$ cat src/rtl/alu_pkg.sv
// Shared definitions for the ALU issue front end: opcode map, FSM encoding and
// the opcode legality check.
package alu_pkg;
  localparam int OPC_W       = 5;
  localparam int DATA_W      = 32;
  localparam int ALU_LAT_DEF = 2;

  localparam logic [OPC_W-1:0] OP_ADD  = 5'd0;
  localparam logic [OPC_W-1:0] OP_ADDC = 5'd1;
  localparam logic [OPC_W-1:0] OP_SUB  = 5'd2;
  localparam logic [OPC_W-1:0] OP_SUBB = 5'd3;
  localparam logic [OPC_W-1:0] OP_MUL  = 5'd4;
  localparam logic [OPC_W-1:0] OP_FADD = 5'd5;
  localparam logic [OPC_W-1:0] OP_FSUB = 5'd6;
  localparam logic [OPC_W-1:0] OP_FMUL = 5'd7;
  localparam logic [OPC_W-1:0] OP_AND  = 5'd8;
  localparam logic [OPC_W-1:0] OP_OR   = 5'd9;
  localparam logic [OPC_W-1:0] OP_XOR  = 5'd10;
  localparam logic [OPC_W-1:0] OP_NAND = 5'd11;
  localparam logic [OPC_W-1:0] OP_NOR  = 5'd12;
  localparam logic [OPC_W-1:0] OP_XNOR = 5'd13;
  localparam logic [OPC_W-1:0] OP_NOT  = 5'd14;
  localparam logic [OPC_W-1:0] OP_NEG  = 5'd15;

  typedef enum logic [1:0] {ST_IDLE, ST_ISSUE, ST_WAIT, ST_RESP} state_e;

  function automatic logic op_legal(input logic [OPC_W-1:0] op, input int num_ops);
    return int'(op) < num_ops;
  endfunction
endpackage

$ cat src/rtl/alu_issue_ctrl_if.sv
// Request, ALU-drive and response signals of the issue controller.
interface alu_issue_ctrl_if
  import alu_pkg::*;
#(
  parameter int TAG_W = 4
);
  logic              req_valid;
  logic              req_ready;
  logic [OPC_W-1:0]  req_opcode;
  logic [DATA_W-1:0] req_a;
  logic [DATA_W-1:0] req_b;
  logic [TAG_W-1:0]  req_tag;
  logic [OPC_W-1:0]  alu_opcode;
  logic [DATA_W-1:0] alu_a;
  logic [DATA_W-1:0] alu_b;
  logic              alu_enable;
  logic [DATA_W-1:0] alu_out;
  logic              rsp_valid;
  logic              rsp_ready;
  logic [DATA_W-1:0] rsp_data;
  logic [TAG_W-1:0]  rsp_tag;
  logic              rsp_err;

  modport slave (
    input  req_valid, req_opcode, req_a, req_b, req_tag, alu_out, rsp_ready,
    output req_ready, alu_opcode, alu_a, alu_b, alu_enable,
    output rsp_valid, rsp_data, rsp_tag, rsp_err
  );

  modport master (
    output req_valid, req_opcode, req_a, req_b, req_tag, alu_out, rsp_ready,
    input  req_ready, alu_opcode, alu_a, alu_b, alu_enable,
    input  rsp_valid, rsp_data, rsp_tag, rsp_err
  );
endinterface

$ cat src/rtl/alu_req_fifo.sv
// Synchronous request FIFO; pointers carry an extra wrap bit to tell full from empty.
module alu_req_fifo #(
  parameter int DEPTH = 4,
  parameter int W     = 73
) (
  input  logic         clk,
  input  logic         rst,
  input  logic         push_i,
  input  logic [W-1:0] wdata_i,
  input  logic         pop_i,
  output logic [W-1:0] rdata_o,
  output logic         full_o,
  output logic         empty_o
);
  localparam int AW = $clog2(DEPTH);

  logic [AW:0]  wr_ptr_q, wr_ptr_d, rd_ptr_q, rd_ptr_d;
  logic [W-1:0] mem_q [DEPTH];
  logic         do_push, do_pop;

  assign full_o  = (wr_ptr_q[AW] != rd_ptr_q[AW]) && (wr_ptr_q[AW-1:0] == rd_ptr_q[AW-1:0]);
  assign empty_o = (wr_ptr_q == rd_ptr_q);
  // A pop in the same cycle never frees room for a push while full.
  assign do_push = push_i && !full_o;
  assign do_pop  = pop_i && !empty_o;
  assign wr_ptr_d = wr_ptr_q + {{AW{1'b0}}, do_push};
  assign rd_ptr_d = rd_ptr_q + {{AW{1'b0}}, do_pop};
  assign rdata_o  = mem_q[rd_ptr_q[AW-1:0]];

  always_ff @(posedge clk or posedge rst) begin
    if (rst) begin
      wr_ptr_q <= '0;
      rd_ptr_q <= '0;
    end else begin
      wr_ptr_q <= wr_ptr_d;
      rd_ptr_q <= rd_ptr_d;
    end
  end

  always_ff @(posedge clk) begin
    if (do_push) mem_q[wr_ptr_q[AW-1:0]] <= wdata_i;
  end
endmodule

$ cat src/rtl/alu_issue_ctrl.sv
// Buffers tagged ALU requests, issues them one at a time to the non-pipelined ALU,
// waits its fixed latency and returns the captured result with the tag.
module alu_issue_ctrl
  import alu_pkg::*;
#(
  parameter int DEPTH   = 4,
  parameter int ALU_LAT = ALU_LAT_DEF,
  parameter int NUM_OPS = 16,
  parameter int TAG_W   = 4
) (
  input logic              clk,
  input logic              rst,
  alu_issue_ctrl_if.slave  bus
);
  localparam int FW    = OPC_W + 2 * DATA_W + TAG_W;
  localparam int CNT_W = $clog2(ALU_LAT) + 1;
  localparam logic [CNT_W-1:0] CNT_LAST = CNT_W'(ALU_LAT - 1);

  state_e            state_q, state_d;
  logic [CNT_W-1:0]  cnt_q, cnt_d;
  logic [FW-1:0]     op_q, op_d, head;
  logic [DATA_W-1:0] data_q, data_d;
  logic              err_q, err_d;
  logic              pop, take, full, empty, busy, in_resp;

  alu_req_fifo #(.DEPTH(DEPTH), .W(FW)) u_fifo (
    .clk     (clk),
    .rst     (rst),
    .push_i  (bus.req_valid),
    .wdata_i ({bus.req_opcode, bus.req_a, bus.req_b, bus.req_tag}),
    .pop_i   (pop),
    .rdata_o (head),
    .full_o  (full),
    .empty_o (empty)
  );

  assign bus.req_ready = !full;

  // A completing response hands over straight to the next queued op, so the
  // IDLE decision is also taken in RESP on the handshake cycle.
  always_comb begin
    state_d = state_q;
    cnt_d   = cnt_q;
    op_d    = op_q;
    data_d  = data_q;
    err_d   = err_q;
    take    = 1'b0;
    pop     = 1'b0;
    case (state_q)
      ST_IDLE:  take = 1'b1;
      ST_ISSUE: begin
        cnt_d   = '0;
        state_d = ST_WAIT;
      end
      ST_WAIT: begin
        cnt_d = cnt_q + CNT_W'(1);
        if (cnt_q == CNT_LAST) begin
          data_d  = bus.alu_out;
          state_d = ST_RESP;
        end
      end
      ST_RESP: begin
        if (bus.rsp_ready) begin
          state_d = ST_IDLE;
          take    = 1'b1;
        end
      end
      default: state_d = ST_IDLE;
    endcase
    if (take && !empty) begin
      pop  = 1'b1;
      op_d = head;
      if (op_legal(head[FW-1 -: OPC_W], NUM_OPS)) begin
        err_d   = 1'b0;
        state_d = ST_ISSUE;
      end else begin
        err_d   = 1'b1;
        data_d  = '0;
        state_d = ST_RESP;
      end
    end
  end

  always_ff @(posedge clk or posedge rst) begin
    if (rst) begin
      state_q <= ST_IDLE;
      cnt_q   <= '0;
    end else begin
      state_q <= state_d;
      cnt_q   <= cnt_d;
    end
  end

  always_ff @(posedge clk) begin
    op_q   <= op_d;
    data_q <= data_d;
    err_q  <= err_d;
  end

  // ALU inputs are forced to zero outside ISSUE/WAIT so the ALU stays quiet.
  assign busy    = (state_q == ST_ISSUE) || (state_q == ST_WAIT);
  assign in_resp = (state_q == ST_RESP);

  assign bus.alu_enable = (state_q == ST_ISSUE);
  assign bus.alu_opcode = busy ? op_q[FW-1 -: OPC_W] : '0;
  assign bus.alu_a      = busy ? op_q[TAG_W + 2*DATA_W - 1 -: DATA_W] : '0;
  assign bus.alu_b      = busy ? op_q[TAG_W + DATA_W - 1 -: DATA_W] : '0;
  assign bus.rsp_valid  = in_resp;
  assign bus.rsp_data   = in_resp ? data_q : '0;
  assign bus.rsp_tag    = in_resp ? op_q[TAG_W-1:0] : '0;
  assign bus.rsp_err    = in_resp && err_q;
endmodule

$ cat src/flat_wrapper.sv
// flat-port wrapper written by rule: the top's interface ports become plain ports
module alu_issue_ctrl_flat import alu_pkg::*;
#(
  parameter int DEPTH   = 4,
  parameter int ALU_LAT = ALU_LAT_DEF,
  parameter int NUM_OPS = 16,
  parameter int TAG_W   = 4
)
  (clk, rst, bus_req_valid, bus_req_opcode, bus_req_a, bus_req_b, bus_req_tag, bus_alu_out, bus_rsp_ready, bus_req_ready, bus_alu_opcode, bus_alu_a, bus_alu_b, bus_alu_enable, bus_rsp_valid, bus_rsp_data, bus_rsp_tag, bus_rsp_err);
  alu_issue_ctrl_if #(.TAG_W(TAG_W)) bus_i ();
  input logic clk;
  input logic rst;
  input wire logic [$bits(bus_i.req_valid)-1:0] bus_req_valid;
  input wire logic [$bits(bus_i.req_opcode)-1:0] bus_req_opcode;
  input wire logic [$bits(bus_i.req_a)-1:0] bus_req_a;
  input wire logic [$bits(bus_i.req_b)-1:0] bus_req_b;
  input wire logic [$bits(bus_i.req_tag)-1:0] bus_req_tag;
  input wire logic [$bits(bus_i.alu_out)-1:0] bus_alu_out;
  input wire logic [$bits(bus_i.rsp_ready)-1:0] bus_rsp_ready;
  output wire logic [$bits(bus_i.req_ready)-1:0] bus_req_ready;
  output wire logic [$bits(bus_i.alu_opcode)-1:0] bus_alu_opcode;
  output wire logic [$bits(bus_i.alu_a)-1:0] bus_alu_a;
  output wire logic [$bits(bus_i.alu_b)-1:0] bus_alu_b;
  output wire logic [$bits(bus_i.alu_enable)-1:0] bus_alu_enable;
  output wire logic [$bits(bus_i.rsp_valid)-1:0] bus_rsp_valid;
  output wire logic [$bits(bus_i.rsp_data)-1:0] bus_rsp_data;
  output wire logic [$bits(bus_i.rsp_tag)-1:0] bus_rsp_tag;
  output wire logic [$bits(bus_i.rsp_err)-1:0] bus_rsp_err;
  assign bus_i.req_valid = bus_req_valid;
  assign bus_i.req_opcode = bus_req_opcode;
  assign bus_i.req_a = bus_req_a;
  assign bus_i.req_b = bus_req_b;
  assign bus_i.req_tag = bus_req_tag;
  assign bus_i.alu_out = bus_alu_out;
  assign bus_i.rsp_ready = bus_rsp_ready;
  assign bus_req_ready = bus_i.req_ready;
  assign bus_alu_opcode = bus_i.alu_opcode;
  assign bus_alu_a = bus_i.alu_a;
  assign bus_alu_b = bus_i.alu_b;
  assign bus_alu_enable = bus_i.alu_enable;
  assign bus_rsp_valid = bus_i.rsp_valid;
  assign bus_rsp_data = bus_i.rsp_data;
  assign bus_rsp_tag = bus_i.rsp_tag;
  assign bus_rsp_err = bus_i.rsp_err;
  alu_issue_ctrl #(.DEPTH(DEPTH), .ALU_LAT(ALU_LAT), .NUM_OPS(NUM_OPS), .TAG_W(TAG_W)) u_core (.clk(clk), .rst(rst), .bus(bus_i));
endmodule
$ cat config.mk
export PLATFORM = sky130hd
export DESIGN_NAME = alu_issue_ctrl_flat
export DESIGN_NICKNAME = d
export VERILOG_FILES = /design/src/rtl/alu_pkg.sv /design/src/rtl/alu_issue_ctrl_if.sv /design/src/rtl/alu_req_fifo.sv /design/src/rtl/alu_issue_ctrl.sv /design/src/flat_wrapper.sv
export SDC_FILE = /design/constraint.sdc
export NUM_CORES = 1
export LEC_CHECK = 0
export ABC_CLOCK_PERIOD_IN_PS = 7700
export CAP_MARGIN = 10
export CORE_MARGIN = 1
export CORE_UTILIZATION = 49
export DETAILED_ROUTE_END_ITERATION = 8
export PLACE_DENSITY = 0.76
export SLEW_MARGIN = 20
export SYNTH_ARGS = -nofsm -noshare
export SYNTH_HDL_FRONTEND = slang
export SYNTH_HIERARCHICAL = 1
export SYNTH_SLANG_ARGS = --single-unit
$ cat constraint.sdc
create_clock -name clk -period 7.7 [get_ports clk]
set_input_delay 1.54 -clock clk [delete_from_list [all_inputs] [get_ports clk]]
set_output_delay 1.54 -clock clk [all_outputs]
set_load 0.005 [all_outputs]
# Word-level counts from Yosys, hierarchy flattened

Memory sizes are Yosys's and may differ from the RTL's.
Cells that the tools add are included.
W data, S select, Z words.

Register bits after elaboration: 116
Memory bits (writable): 292
Output and inout bits: 109
Memories: 1

Add/sub/neg operators: 3
Magnitude comparators: 1
Equal/unequal tests: 9
Muxes and demuxes: 21
Reductions and logical operators: 12

Memories:

| name                | depth | bits a word | read ports | clocked after Yosys merged registers in | write ports | RTL line           | RTL |
|---|---|---|---|---|---|---|---|
| u_core.u_fifo.mem_q | 4     | 73          | 1          | 0                                       | 1           | alu_req_fifo.sv:18 | `logic [W-1:0] mem_q [DEPTH];` |

Operators with widths:

| cell                  | count |
|---|---|
| $mux W32              | 7 |
| $mux W2               | 4 |
| $add A3 B1 Y3         | 2 |
| $pmux W2 S3           | 1 |
| $logic_and A1 B1 Y1   | 5 |
| $lt A5 B5 Y1 const B  | 1 |
| $mux W1               | 5 |
| $mux W5               | 1 |
| $eq A2 B1 Y1 const B  | 2 |
| $eq A2 B2 Y1 const B  | 2 |
| $mux W4               | 1 |
| $pmux W2 S2           | 1 |
| $reduce_bool A4 Y1    | 1 |
| $eq A3 B3 Y1          | 1 |
| $ne A3 B1 Y1 const B  | 1 |
| $ne A3 B3 Y1 const B  | 1 |
| $reduce_and A3 Y1     | 1 |
| $add A2 B1 Y2 const B | 1 |
| $eq A2 B2 Y1          | 1 |
| $logic_not A1 Y1      | 2 |
| $logic_not A2 Y1      | 1 |
| $pmux W1 S2           | 1 |
| $reduce_bool A2 Y1    | 1 |
| $logic_or A1 B1 Y1    | 1 |
| $ne A1 B1 Y1          | 1 |

# Longest topological paths before layout

Gate-level depths: netlist of run 1.

Word-level depth: 6
Mapped depth: 9
Depth with buffers taken out: 9

# Hierarchy

Netlist of run 1, hierarchy kept.

By module, submodules not included:

| module         | times used | cells each | area each (um^2) | seq. area each (um^2) |
|---|---|---|---|---|
| alu_req_fifo   | 1          | 412        | 10880.4          | 8918.6 |
| alu_issue_ctrl | 1          | 364        | 4376.7           | 2932.8 |

# Worst setup path after synthesis of run 1

Ideal clock, no wire load.

Path kind: input to register
From: input bus_req_valid
To: memory u_core.u_fifo.mem_q[2][0], enable pin
Library setup time: 0.636 ns
Arrival time: 7.163 ns
Data required time: 7.064 ns
Path slack: -0.099 ns
Stages: 2
Buffers on the path: 0
Cell sequence: nand2_1 -> a311oi_1

Cells in the longest elaborated chain, start to end: 3

Ends and longest elaborated chain:

| what                          | RTL line           | RTL |
|---|---|---|
| start: declaration            | flat_wrapper.sv:13 | `input wire logic [$bits(bus_i.req_valid)-1:0] bus_req_valid;` |
| $logic_and A1 B1 Y1           | alu_req_fifo.sv:24 | `assign do_push = push_i && !full_o;` |
| $mux W1                       | alu_req_fifo.sv:41 | `if (do_push) mem_q[wr_ptr_q[AW-1:0]] <= wdata_i;` |
| $mux W1 (not written as such) | alu_req_fifo.sv:41 |  |
| end: declaration              | alu_req_fifo.sv:18 |  |

No other way between the ends.

# Worst setup path in the final report of run 1

From: register u_core.u_fifo.rd_ptr_q[0]
To: output bus_req_ready

Cells in the longest elaborated chain, start to end: 3

Ends and longest elaborated chain:

| what                     | RTL line             | RTL |
|---|---|---|
| start: declaration       | alu_req_fifo.sv:17   | `logic [AW:0] wr_ptr_q, wr_ptr_d, rd_ptr_q, rd_ptr_d;` |
| start signal: assignment | alu_req_fifo.sv:36   | `rd_ptr_q <= rd_ptr_d;` |
| $eq A2 B2 Y1             | alu_req_fifo.sv:21   | `assign full_o = (wr_ptr_q[AW] != rd_ptr_q[AW]) && (wr_ptr_q[AW-1:0] == rd_ptr_q[AW-1:0]);` |
| $logic_and A1 B1 Y1      | alu_req_fifo.sv:21   |  |
| net u_core.full          | alu_issue_ctrl.sv:24 | `logic pop, take, full, empty, busy, in_resp;` |
| $logic_not A1 Y1         | alu_issue_ctrl.sv:37 | `assign bus.req_ready = !full;` |
| end: declaration         | flat_wrapper.sv:20   | `output wire logic [$bits(bus_i.req_ready)-1:0] bus_req_ready;` |

The timed path passes the listed nets, and every way through them passes these cells.

==> results.cfg, run 1 <==
[clocking]
root_buffer = clkbuf_16
cts_resized = 0
cts.sinks = 407
cts_hold_buf = 0
cts_buffers = 41
clock_path_buffers = 3
clk_latency_ps = 530
tritoncts = yes
post_cts_buffers = 0
h-tree-depth = 2
clk_pin_slew_ps = 60

[power_and_ir_drop]
power_density_nw_per_um2 = 415.8
intPower_mw = 5.717
p_sw_mw = 2.269
peakVddDrop_mv = 0.2392
seq_power_share_pct = 44.1
clock_power_share_pct = 24.3
p_comb_share_pct = 31.6
leakage_nw = 6.344
netSwitchingFraction_pct = 28.41

[routing]
drc = 0
initialDrtViolationCount = 453
viasPerCell = 5.221
drt-total-wl_um = 28260
firstDrtPassIters = 4
vias = 7518
antenna_left = 0
post_drt_wl_per_cell_um = 19.62

[sta]
fin_crit_ps = 4525
rsz0062_at_grt = no
finalCritPeriodShare_pct = 58.76
worstMarginPinSlew_ps = 1021
hold_violations = 0
timing.fmax_ghz = 0.2210
tns_ps = 0
drv_slew = 0
setup_viol = 0
fin_worst_skew_ps = 14.70
slew-limit-headroom_pct = 31.46

[synth]
yosys_register_bits = 407
ys_seq_area_share_pct = 77.68
synth_cell_type_count = 34
synth_edf_count = 365
synth_flop_cell = edfxtp_1
synth_area_um2 = 15260
syn_nets = 894
synth_cells = 776
synth_async_sr_flop_share_pct = 2.457
synth_warnings = 6
syn_avg_cell_area_um2 = 19.66

[die]
initial_core_util_pct = 49.88
core_area_um2 = 30590
die_h_um = 178.5
die_w_um = 178.5
die_area_um2 = 31850
rows = 64
io_pins = 218

[worst_setup_path]
reg2reg_slack_ps = 3840
end_kind = output port
cp_slowest_cell = xnor2_1
required_ps = 6160
cpPeakStageDelay_ps = 920
r2r_cells = 9
crit_arrival_ps = 2980
crit_fanout = 35
cp_cell_sequence = xnor2_1 > and3_1 > inv_1 > clkdlybuf4s50_1
startpoint_type = flip-flop
crit_type = reg -> out

[layout]
final_cell_mix = edfxtp_1 (365), clkdlybuf4s50_1 (217), and2_1 (106)
area_growth_pct = 25.87
num-fill-cells = 2154
fin_cells = 1440
final_nets = 1129
final_common_cell = edfxtp_1
utilization_pct = 62.78
drive_gt1_share_pct = 16.40

[place]
io_buffers = 217
gp_congestion = 0.7852
hpwl_um = 16690
placedCellCount = 1364

[worst_hold_path]
hold_path_class = reg -> reg
min_path_cells = 2

[global_routing]
grt_pass1_wl_um = 43080
grt_pass1_vias = 7702
grt_max_degree = 77
antenna_found_initial = 4
grt.total_usage_pct = 18.07
grt-ovfl-total = 0

[outcome]
outcome = finished clean

[flow_run]
cap_violations = 0
## worst max-delay path: cells and delay by family (launching register included)
kind | cells | cell delay [ps]
buffers and inverters | 2 | 520
DFF | 1 | 740
and+or+nand+nor | 1 | 280
xor gates and xnor gates | 1 | 920
## synthesized netlist by cell type, types with 5 or more instances
library cell	instances	share of area (%)
a21oi_1	22	0.72
a21oi_2	11	0.63
a31oi_1	5	0.21
and2_1	107	4.4
buf_2	14	0.46
buf_6	9	0.66
clkbuf_1	14	0.34
dfrtp_1	10	1.6
dfxtp_1	32	4.2
edfxtp_1	365	72
ha_1	9	0.74
inv_1	9	0.22
mux4_2	73	11
nand2_1	67	1.6
xor2_1	5	0.29
## worst paths after layout
check,endpoint,startpoint
setup / recovery,bus_req_ready,u_core/u_fifo/rd_ptr_q[0]
hold / removal,u_core/data_q[18],u_core/data_q[18]
setup reg to reg,u_core/u_fifo/rd_ptr_q[2],u_core/u_fifo/rd_ptr_q[2]
hold reg to reg,u_core/data_q[18],u_core/data_q[18]
max in group asynchronous,u_core/u_fifo/rd_ptr_q[0],rst
min in group asynchronous,u_core/state_q[1],rst
## power groups by stage
stage          logic, mW  clock network (mW)  registers (mW)
5_1_grt             2.75                2.07            3.59
6_report            2.52                1.94            3.52
3_3_place_gp        2.52                   0            3.55
4_1_cts             2.58                1.99            3.54
2_1_floorplan       1.50                   0            3.45
3_5_place_dp        2.57                   0            3.58
## per-stage QoR
stage	cell area (um^2)	power, mW	setup slack (ps)	hold slack, ps
finish	19200	7.986	3175	450.4
global route	19200	8.415	3000	464.3
CTS	19200	8.106	3108	451.8
detailed placement	17870	6.145	3226	443.1
global placement	17870	6.073	3263	437.2
floorplan	15260	4.952	1489	429.6
## cell type report
cell class,count,area [um^2],share of cell area (%)
Sequential cell,407,11860,61.75
Multi-Input combinational cell,322,3212,16.72
Timing Repair Buffer,230,2270,11.82
Clock buffer,43,1033,5.381
Tap cell,396,495.5,2.580
Clock inverter,32,296.5,1.544
Inverter,9,36.28,0.1889
Antenna cell,1,2.502,0.01303
## registers in the layout, summed over array words and instances, names as in the netlist
register / flops
u_core/cnt_q: 2
u_core/u_fifo/mem_q: 292
u_core/u_fifo/wr_ptr_q: 3
u_core/data_q: 32
u_core/op_q: 73
u_core/state_q: 2
u_core/u_fifo/rd_ptr_q: 3
## cell families (layout without fill, tap and decap cells)
family,Yosys count,after routing,share of synthesized area (%)
DFF,407,407,77.68
AOI/OAI and AO/OA,45,45,1.911
adders and majority gates,9,9,0.7381
muxes,74,74,10.84
other,0,1,0
and+or+nand+nor,187,187,6.692
xor gates and xnor gates,7,7,0.4018
buffers and inverters,47,314,1.739
## layer usage
layer	GRT usage, %	share of wire (%)
met1	24.22	41
met2	29.13	49
met3	4.646	8.0
met4	5.544	1.8
met5	0	0.096
(Power assumes the default switching activity.)
==> run 2: changes to the inputs <==
ABC_CLOCK_PERIOD_IN_PS = 3700   (was 7700)
clock period = 3.7 ns   (was 7.7 ns; I/O delays follow)
==> run 2 against run 1 <==
Power is 110% higher. Combinational power is 120% higher. Global-route usage is 0.60 points higher. First-iteration DRC count is 7.5% lower. Sequential share of layout area is 0.53 points lower. Cell count is 0.49% higher. Clock skew is 1.1 ps higher. Sequential power is 110% higher. Non-clock buffer count is 7 higher. Core utilization is 0.54 points higher. Wire length is 3.9% higher. Clock power is 110% higher. Critical endpoint is now bus_alu_b[20].
==> results.cfg, run 2 (synthesis results as in run 1) <==
[outcome]
outcome = finished clean

[worst_hold_path]
hold_path_class = in -> async

[routing]
drt-total-wl_um = 29360
antenna_left = 0
viasPerCell = 5.282
initialDrtViolationCount = 419
vias = 7643
firstDrtPassIters = 4
drc = 0
post_drt_wl_per_cell_um = 20.29

[power_and_ir_drop]
power_density_nw_per_um2 = 874.5
peakVddDrop_mv = 0.6611
leakage_nw = 6.422
p_total_mw = 16.94

[die]
rows = 64
die_w_um = 178.5
io_pins = 218
die_h_um = 178.5
core_area_um2 = 30590
initial_core_util_pct = 49.88
die_area_um2 = 31850

[clocking]
root_buffer = clkbuf_16
h-tree-depth = 2
cts_buffers = 42
clk_pin_slew_ps = 60
tritoncts = yes
cts.sinks = 407
clock_path_buffers = 3
clk_latency_ps = 520

[place]
io_buffers = 217
gp_congestion = 0.7700
hpwl_um = 17100

[layout]
largest_reg_flops = 292
multiInputGateArea_um2 = 3218
num-fill-cells = 2125
final_nets = 1137
drive_gt1_share_pct = 16.94
final_cell_mix = edfxtp_1 (365), clkdlybuf4s50_1 (217), and2_1 (107)
area_growth_pct = 26.96
antenna_cells = 0
regArea_um2 = 11860
final_common_cell = edfxtp_1

[worst_setup_path]
startpoint_type = flip-flop
required_ps = 2960
crit_type = reg -> out
end_kind = output port
startpoint = u_core/state_q[0]
crit_arrival_ps = 2530
crit_fanout = 41
r2r_cells = 8
worstReg2RegStart = u_core/u_fifo/rd_ptr_q[1]

[sta]
worstMarginPinSlew_ps = 792.7
hold_violations = 0
slew-limit-headroom_pct = 47.16
finalCritPeriodShare_pct = 88.30
fin_crit_ps = 3267
timing.fmax_ghz = 0.3061
rsz0062_at_grt = no
tns_ps = 0
setup_viol = 0
fin_worst_skew_ps = 15.77
holdWs_ps = 431.5
drv_slew = 0

[global_routing]
antenna_found_initial = 2
grt_pass1_vias = 7893
grt-ovfl-total = 0
grt_max_degree = 53
grt_pass1_wl_um = 44270
grt.total_usage_pct = 18.67

[flow_run]
cap_violations = 0
## run 2: where the power goes
part | switching (mW) | total [mW] | internal [mW] | leakage [nW]
clock network | 1.67 | 4.08 | 2.41 | 0.667
logic | 2.65 | 5.56 | 2.91 | 2.02
registers | 0.519 | 7.30 | 6.78 | 3.73
total | 4.84 | 16.9 | 12.1 | 6.42
## run 2: layer usage
layer	vias up	global-route usage [%]	routed length, um
met2	246	32.09	14740
met4	2	4.308	459
li1	3488	-	-
met5	-	0	13
met1	3869	24.12	12070
met3	38	4.327	2072
## run 2: repair_timing
action / CTS / global route
endpoints found under the setup margin: 0 / 1
buffers inserted: 0 / 0
endpoints found under the hold margin: 0 / 0
hold buffers: 0 / 0
resized for setup: 0 / 1
## run 2: final cells by class
class	count	area share, %
clock inverters	18	0.8333
clock buffers	58	6.169
flip-flops and latches	407	61.22
multi-input cells	322	16.61
inverters	9	0.1873
well taps	396	2.558
repair buffers	237	12.42
## run 2: worst max-delay path: stages, from the launching register on
cell and delay, ps:
dfrtp_1 400, inv_1 110, ha_4 530, buf_12 250, and2_1 160, clkdlybuf4s50_1 520
## run 2: metrics by stage
| step | utilization (%) | setup slack, ps | area (um^2) | instances |
|---|---|---|---|---|
| floorplan | - | -1539 | 15270 | 776 |
| global placement | 58.80 | 822.1 | 17990 | 1370 |
| detailed placement | 58.80 | 730.5 | 17990 | 1370 |
| CTS | 63.23 | 121.3 | 19340 | 1446 |
| global route | 63.32 | 275.8 | 19370 | 1447 |
| finish | 63.32 | 432.9 | 19370 | 1447 |
## run 2: path summary, 6_finish.rpt
path / slack (ps) / endpoint
setup reg to reg: 1250 / u_core/u_fifo/rd_ptr_q[2]
hold / removal: 430 / u_core/cnt_q[0]
setup / recovery: 430 / bus_alu_b[20]
min in group clk: 450 / u_core/data_q[28]
max in group asynchronous: 3040 / u_core/u_fifo/rd_ptr_q[1]
hold reg to reg: 450 / u_core/data_q[28]
==> edit: new RTL, config.mk and constraints of run 2 <==
`DEPTH` is set to 4 in 3 places; all go to 2.
--- a/src/rtl/alu_req_fifo.sv
+++ b/src/rtl/alu_req_fifo.sv
@@ -1,6 +1,6 @@
 // Synchronous request FIFO; pointers carry an extra wrap bit to tell full from empty.
 module alu_req_fifo #(
-  parameter int DEPTH = 4,
+  parameter int DEPTH = 2,
   parameter int W     = 73
 ) (
   input  logic         clk,
--- a/src/rtl/alu_issue_ctrl.sv
+++ b/src/rtl/alu_issue_ctrl.sv
@@ -3,7 +3,7 @@
 module alu_issue_ctrl
   import alu_pkg::*;
 #(
-  parameter int DEPTH   = 4,
+  parameter int DEPTH   = 2,
   parameter int ALU_LAT = ALU_LAT_DEF,
   parameter int NUM_OPS = 16,
   parameter int TAG_W   = 4
--- a/src/flat_wrapper.sv
+++ b/src/flat_wrapper.sv
@@ -1,7 +1,7 @@
 // flat-port wrapper written by rule: the top's interface ports become plain ports
 module alu_issue_ctrl_flat import alu_pkg::*;
 #(
-  parameter int DEPTH   = 4,
+  parameter int DEPTH   = 2,
   parameter int ALU_LAT = ALU_LAT_DEF,
   parameter int NUM_OPS = 16,
   parameter int TAG_W   = 4
Formal check against the unedited RTL: not equivalent (a bounded check fails within 4 cycles, from zero or initial values and one cycle with rst high).
==> edit against run 2 <==
Global-route usage increased by 0.11 points; design area shrank 31%; die area fell by 34%; worst setup slack worse by 100 ps; power is 30% lower; worst hold slack better by 20 ps; synthesized area fell by 34%; largest power group unchanged; wire length fell by 33%; sequential cell count down 148.
==> edit: results (changes against run 2) <==
metric,value,unit,change
num_vias,5544,,was 7643
hold_ws,452,ps,was 431 ps
synth.area.top_cells,"edfxtp_1 65%, mux2_4 7.5%, and2_1 6.6%, dfxtp_1 6.4%, mux2_2 2.6%",,"was edfxtp_1 72%, mux4_2 11%, and2_1 4.4%, dfxtp_1 4.2%, nand2_1 1.6%"
status,"complete, no violations",,unchanged
syn_inst,611,,was 776
antenna_found_initial,1,,was 2
nets,950,,was 1137
finalCritPeriodShare,0.910,,was 0.883
grt_pass1_vias,5980,,was 7893
wl_per_cell,17.4,um,was 20.3 um
gp_congestion,0.830,,was 0.770
r2r-end,u_core/u_fifo/rd_ptr_q[1],,was u_core/u_fifo/rd_ptr_q[2]
clock_skew,16.6,ps,was 15.8 ps
htreeDepth,1,,was 2
drtPass1Iterations,6,,was 4
ys_async_sr_fraction,0.0309,,was 0.0246
leakagePower,4.77,nW,was 6.42 nW
crit_fanout,52,,was 41
dp.cells,1075,,was 1370
tightest_slew,1070,ps,was 793 ps
critPathArrivalTime,2630,ps,was 2530 ps
area_growth,33.3,%,was 27.0%
syn_nets,728,,was 894
hold_path.class,reg -> reg,,was in -> async
crit_end,bus_alu_a[26],,was bus_alu_b[20]
synth.top_cells.by_count,"219 x edfxtp_1, 107 x and2_1, 66 x nand2_1",,"was 365 x edfxtp_1, 107 x and2_1, 73 x mux4_2"
grt_usage,0.188,,was 0.187
r2r_setup_slack,870,ps,was 1250 ps
dpl-instance-area,12500,um^2,was 18000 um^2
drive_gt1_frac,0.162,,was 0.169
drt_iter0_drc,276,,was 419
pre_cts_slack,801,ps,was 730 ps
synth_cell_types,31,,was 34
nFillCells,1397,,was 2125
cts_buffers,26,,was 42
routed_via_density,4.93,,was 5.28
vdd_drop_max,0.620,mV,was 0.661 mV
synth_edf_count,219,,was 365
edit: changes by cell type after synthesis, moves of 2 or more:
cell	before	now
edfxtp_1	365	219
mux4_2	73	0
mux2_4	0	50
mux2_2	0	23
buf_2	14	7
a31oi_1	5	1
a21boi_1	0	2
dfrtp_1	10	8
nor2_1	0	2
edit: area by class of cell:
class | instances | area, um^2 | share of cell area
Antenna cell | 1 | 2.50 | 0.000186
Clock buffer | 30 | 687 | 0.0512
Clock inverter | 18 | 205 | 0.0153
Inverter | 10 | 38.8 | 0.00289
Multi-Input combinational cell | 312 | 2460 | 0.183
Sequential cell | 259 | 7420 | 0.553
Tap cell | 270 | 338 | 0.0252
Timing Repair Buffer | 224 | 2270 | 0.169
edit: layer usage:
metal | part of all wire | vias up | global-route usage
met1 | 0.39 | 2651 | 0.227
met2 | 0.50 | 224 | 0.327
met3 | 0.084 | 36 | 0.0505
met5 | 0.00056 | - | 0
met4 | 0.026 | 2 | 0.0616
li1 | - | 2631 | -
edit: where the power goes:
| group | leakage (nW) | switching, mW | internal, mW | total, mW |
|---|---|---|---|---|
| Sequential | 2.39 | 0.368 | 4.47 | 4.84 |
| Clock | 0.420 | 1.07 | 1.62 | 2.68 |
| Combinational | 1.96 | 1.96 | 2.37 | 4.32 |
| Total | 4.77 | 3.39 | 8.46 | 11.9 |
edit: kinds of logic after synthesis:
kind of cell | after synthesis | share of synthesized area
compound gates | 41 | 0.0262
xor+xnor | 6 | 0.00522
fa+ha+maj | 8 | 0.00994
buf+inv | 40 | 0.0225
flops | 259 | 0.736
mux | 74 | 0.101
simple gates | 183 | 0.0985
edit: worst max-delay path, stage by stage (launching register included):
cell and delay, ps:
dfrtp_1 400, inv_1 90, ha_2 600, buf_12 280
and2_1 200, clkdlybuf4s50_1 510
